$ cat src/rtl/grant_pkg.sv
// Shared types, default parameters and the index-to-one-hot helper
// for the grant decoder and its timer.
package grant_pkg;

  typedef enum logic {
    IDLE  = 1'b0,
    GRANT = 1'b1
  } state_t;

  localparam int DEF_IDX_W    = 2;
  localparam int DEF_MIN_HOLD = 2;
  localparam int DEF_TIMEOUT  = 8;

  // Widest index the helper supports; callers truncate the result to N bits.
  localparam int MAX_IDX_W = 6;
  localparam int MAX_N     = 1 << MAX_IDX_W;

  function automatic logic [MAX_N-1:0] onehot(input logic [MAX_IDX_W-1:0] idx);
    logic [MAX_N-1:0] v;
    v      = '0;
    v[idx] = 1'b1;
    return v;
  endfunction

endpackage

$ cat src/rtl/grant_timer.sv
// Grant-cycle counter: cleared while idle, counts grant cycles and
// saturates at TIMEOUT-1, flagging minimum-hold and timeout points.
module grant_timer #(
  parameter int MIN_HOLD = 2,
  parameter int TIMEOUT  = 8,
  parameter int CNT_W    = $clog2(TIMEOUT + 1)
) (
  input  logic clk,
  input  logic rst,
  input  logic clear_i,
  output logic hold_met_o,
  output logic timed_out_o
);

  localparam logic [CNT_W-1:0] HOLD_LAST = CNT_W'(MIN_HOLD - 1);
  localparam logic [CNT_W-1:0] CNT_LAST  = CNT_W'(TIMEOUT - 1);

  logic [CNT_W-1:0] cnt_q, cnt_d;

  always_comb begin
    // NOTE: default assignment first so every path drives cnt_d and no latch is inferred.
    cnt_d = cnt_q;
    if (clear_i) begin
      cnt_d = '0;
    end else if (cnt_q != CNT_LAST) begin
      cnt_d = cnt_q + CNT_W'(1);
    end
  end

  always_ff @(posedge clk) begin
    // NOTE: non-blocking assignments for state so every flop samples pre-edge values.
    if (rst) begin
      cnt_q <= '0;
    end else begin
      cnt_q <= cnt_d;
    end
  end

  assign hold_met_o  = (cnt_q >= HOLD_LAST);
  assign timed_out_o = (cnt_q == CNT_LAST);

endmodule

$ cat src/rtl/onehot_grant_decoder.sv
// Registered index-to-one-hot grant with done-driven release, minimum
// hold time and forced release after TIMEOUT grant cycles.
module onehot_grant_decoder
  import grant_pkg::*;
#(
  parameter int IDX_W    = DEF_IDX_W,
  parameter int MIN_HOLD = DEF_MIN_HOLD,
  parameter int TIMEOUT  = DEF_TIMEOUT
) (
  input  logic                  clk,
  input  logic                  rst,
  input  logic                  in_valid,
  output logic                  in_ready,
  input  logic [IDX_W-1:0]      in_idx,
  output logic [(2**IDX_W)-1:0] y,
  input  logic [(2**IDX_W)-1:0] done,
  output logic                  busy,
  output logic                  timeout
);

  localparam int N = 2 ** IDX_W;

  state_t           state_q, state_d;
  logic [IDX_W-1:0] idx_q, idx_d;
  logic [N-1:0]     y_q, y_d;
  logic             done_seen_q, done_seen_d;
  logic             timeout_q, timeout_d;
  logic             hold_met, timed_out, done_line, rel;

  grant_timer #(
    .MIN_HOLD (MIN_HOLD),
    .TIMEOUT  (TIMEOUT)
  ) u_timer (
    .clk         (clk),
    .rst         (rst),
    .clear_i     (state_q == IDLE),
    .hold_met_o  (hold_met),
    .timed_out_o (timed_out)
  );

  // Only the granted line's done matters; a done before MIN_HOLD is remembered.
  assign done_line = done[idx_q];
  assign rel       = (done_line | done_seen_q) & hold_met;

  always_comb begin
    state_d     = state_q;
    idx_d       = idx_q;
    y_d         = y_q;
    done_seen_d = done_seen_q;
    timeout_d   = 1'b0;
    unique case (state_q)
      IDLE: begin
        done_seen_d = 1'b0;
        if (in_valid) begin
          idx_d   = in_idx;
          y_d     = N'(onehot(MAX_IDX_W'(in_idx)));
          state_d = GRANT;
        end
      end
      GRANT: begin
        if (done_line) begin
          done_seen_d = 1'b1;
        end
        if (rel) begin
          y_d     = '0;
          state_d = IDLE;
        end else if (timed_out) begin
          y_d       = '0;
          timeout_d = 1'b1;
          state_d   = IDLE;
        end
      end
      default: state_d = IDLE;
    endcase
  end

  always_ff @(posedge clk) begin
    if (rst) begin
      state_q     <= IDLE;
      idx_q       <= '0;
      y_q         <= '0;
      done_seen_q <= 1'b0;
      timeout_q   <= 1'b0;
    end else begin
      state_q     <= state_d;
      idx_q       <= idx_d;
      y_q         <= y_d;
      done_seen_q <= done_seen_d;
      timeout_q   <= timeout_d;
    end
  end

  assign y        = y_q;
  assign busy     = (state_q == GRANT);
  assign in_ready = (state_q == IDLE);
  assign timeout  = timeout_q;

endmodule
$ cat config.mk
export PLATFORM = sky130hd
export DESIGN_NAME = onehot_grant_decoder
export DESIGN_NICKNAME = d
export VERILOG_FILES = /design/src/rtl/grant_pkg.sv /design/src/rtl/grant_timer.sv /design/src/rtl/onehot_grant_decoder.sv
export SDC_FILE = /design/constraint.sdc
export NUM_CORES = 1
export LEC_CHECK = 0
export CAP_MARGIN = 10
export CORE_MARGIN = 1.5
export CORE_UTILIZATION = 45
export DETAILED_ROUTE_END_ITERATION = 16
export GPL_TIMING_DRIVEN = 0
export PLACE_DENSITY = 0.81
export REMOVE_ABC_BUFFERS = 1
export SETUP_SLACK_MARGIN = 0.4
export SLEW_MARGIN = 10
export SYNTH_ARGS = -nofsm -noshare
export SYNTH_HDL_FRONTEND = slang
export SYNTH_SLANG_ARGS = --single-unit
$ cat constraint.sdc
create_clock -name clk -period 1.9 [get_ports clk]
set_input_delay 0.475 -clock clk [delete_from_list [all_inputs] [get_ports clk]]
set_output_delay 0.475 -clock clk [all_outputs]
set_load 0.02 [all_outputs]
==> impl_results.md <==
- Tot Pwr: approximately 0.00058 W
- P per Cell Area: around 660 nW/um^2
- Worst EP arrival: approximately 1.7 ns
- Max Root-Sink Buffers: 2
- Max-slew violations: 0
- DP Cell Count: slightly above 90
- Final period utilization: 0.778
- Final wirelength: 1270 um
- CP endpoint kind: flop
- H-tree levels: 1
- # setup viols final: 0
- Multi-input gate area: about 340 um^2
- Fillers: 96
- Place WS: 0.0778 ns
- Layout Utilization: 0.748
- Vias: 530
- Synth top area share: 0.434
- Die Y: between 30 and 40 um
- Synth unique cells: 22
- Die footprint: between 1500 and 2000 um^2
- Ys flop type: dfxtp_1
- Post-Syn Instances: 66
- 1st-iter DRT viols: 6
- IO Count: 16
- Die span in x: a little under 40 um
- Worst Hold Class: reg -> reg
- Most common cell in the netlist: dfxtp_1
- Slowest cell delay on critical path: ~0.39 ns
- Slew HR: 0.760
- Post-Syn Area: 599 um^2
- Crit Path Category: reg -> reg
- Sequential Area: roughly 270 um^2
- Share of layout cells above drive strength 1: 0.227
- Vias/cell: 5.20
- Post-synthesis sequential area ratio: 0.434
- CTS buffer count: 3
- Initial Util: 0.512
- Status: completed
- Vias in the first global route: 417
- Slowest cell on the critical path: dfxtp_4
- Hold path depth: 2
- Max Clock Skew: about 0.0052 ns
- DRC viols: 0
- Max-cap violations: 0
- CTS tree: yes
- Number of hold buffers added after cts: 0
- Largest net degree at the start of global routing: 11
- Worst Path Buf+Inv: 0
- Synth area leader: dfxtp_1
- Clk sink count: 13
- Final TNS setup: 0 ns
- R2r worst-path depth: 4
- EDFF count, synth: 0
- Yosys warns: 0
- Crit-path leading delay family: compound AO/OA/AOI/OAI gates
- Top cells by area, synth: dfxtp_1 (43%), nor2_1 (7.5%), ha_1 (6.3%)
- Core Rows: 12
- Antenna violations before repair: 0
- WP data required: about 2.1 ns
- Setup repair after global routing missed its margin: yes
- Final Worst Setup Slack: about 0.42 ns
- Minimum clock period: roughly 1.5 ns
- Core area: 1170 um^2
- Worst-Margin Slew: about 0.36 ns
- Root buffer cell: clkbuf_4
- Syn avg cell area: just over 9 um^2
- Count of final hold-check violations: 0
- GRT overflow: 0
- I/O Buffers: 15
- CP Launch Type: flop
- LEAKAGE: slightly below 0.4 nW
- NumNets Final: around 100
- Clk_lat worst skew: 0.29 ns
- Clock transition at path regs: about 0.080 ns
- Synth Register Bits: 13
- Commonest cells post-synth: dfxtp_1 (13), nor2_1 (12), inv_1 (8)
- Global-route wire length before repair: roughly 1700 um
- Worst-path cell chain: ha_1 -> nand3b_1 -> a32oi_2 -> o32ai_1
- Wire per inst: 12.5 um
- GP Congestion: around 0.66
- Fmax: 677 MHz
- Total GRT Usage: 0.180
- ANT nets after route: 0
- Maximum vdd drop: about 380 uV
- Drt pass-1 iters: 3
- Antenna diodes: 0
- Critical path fanouts, max: 5
- Async S/R FF share, synth: 0
- Non-filler cells, final: just over 100
- CP Depth: 4
- Area Overhead vs Synth: 46.1%
[flip-flops by register name (all words and copies together) (netlist names)]
register,cells
u_timer.cnt_q,4
y,4
idx_q,2
busy,1
done_seen_q,1
timeout,1
[final cells by class]
class                      instances  share of cell area
inverter                           8              0.0371
tap                               14              0.0200
timing repair buffer              20               0.213
sequential                        13               0.310
clock buffer                       4              0.0300
multi-input combinational         43               0.390
[cells by family (layout without fill, tap and decap cells)]
logic type,Yosys count,in the layout,share of synthesized area
AND/OR/NAND/NOR,24,24,0.221
multiplexers,3,3,0.0501
flip-flops,13,13,0.434
XOR/XNOR,1,1,0.0146
AO/OA/AOI/OAI,12,12,0.154
buffers and inverters,10,32,0.0626
adder cells (fa/ha/maj),3,3,0.0626
[routing by layer]
| layer | wire, um | up-vias | GRT usage |
|---|---|---|---|
| li1 | - | 269 | - |
| met1 | 536 | 244 | 0.197 |
| met4 | 36 | 0 | 0.155 |
| met5 | 0 | - | 0 |
| met3 | 65 | 4 | 0.102 |
| met2 | 635 | 13 | 0.242 |
[cell usage in the layout (no fill, tap or decap)]
master	synthesis	final
clkdlybuf4s50_1	0	4
buf_4	0	5
ha_1	3	1
mux2i_1	3	3
clkbuf_2	0	1
or2b_1	1	1
nor2b_1	1	1
o32ai_1	4	2
a22o_1	1	1
a32oi_2	1	1
nor3_1	2	2
nand2_1	1	1
nand3b_1	1	1
dfxtp_4	0	3
clkbuf_1	2	1
ha_4	0	2
or3_1	1	1
nand3_1	2	2
nand2b_1	2	2
xnor2_1	1	1
nor4b_4	1	1
o21ai_0	1	1
o211ai_1	1	1
dlymetal6s2s_1	0	4
a21oi_1	4	4
inv_1	8	6
clkdlybuf4s15_1	0	1
dlygate4sd2_1	0	5
o32ai_2	0	2
dfxtp_1	13	10
inv_4	0	1
clkbuf_4	0	3
nor2_1	12	12
inv_2	0	1
[through the flow]
stage	instance area [um^2]	hold slack [ns]
floorplan	592	0.479
global placement	759	0.466
detailed placement	759	0.470
CTS	783	0.480
global route	876	0.508
finish	876	0.483
[final timing paths]
check / slack (ns) / start / to
worst max-delay path: 0.42 / u_timer.cnt_q[0] / y[2]
worst min-delay path: 0.48 / y[2] / y[2]
worst max register to register: 0.42 / u_timer.cnt_q[0] / y[2]
worst min register to register: 0.48 / y[2] / y[2]
[where the power goes]
part / internal, W / leakage (nW) / switching [W]
sequential: 0.000282 / 0.108 / 0.0000116
clock: 0.0000818 / 0.0150 / 0.0000960
combinational: 0.0000576 / 0.267 / 0.0000518
[worst register-to-register path, cell delays in order (launching register included)]
cell	delay (ns)
dfxtp_4	0.39
ha_1	0.22
nand3b_1	0.21
a32oi_2	0.39
o32ai_1	0.15
[repair_timing]
item	CTS	global route
gates resized for setup	11	18
setup endpoints to repair	11	6
endpoints found under the hold margin	0	0
buffers inserted	0	5
pin swaps	1	5
No activity file was read; power rests on OpenSTA's default activity.
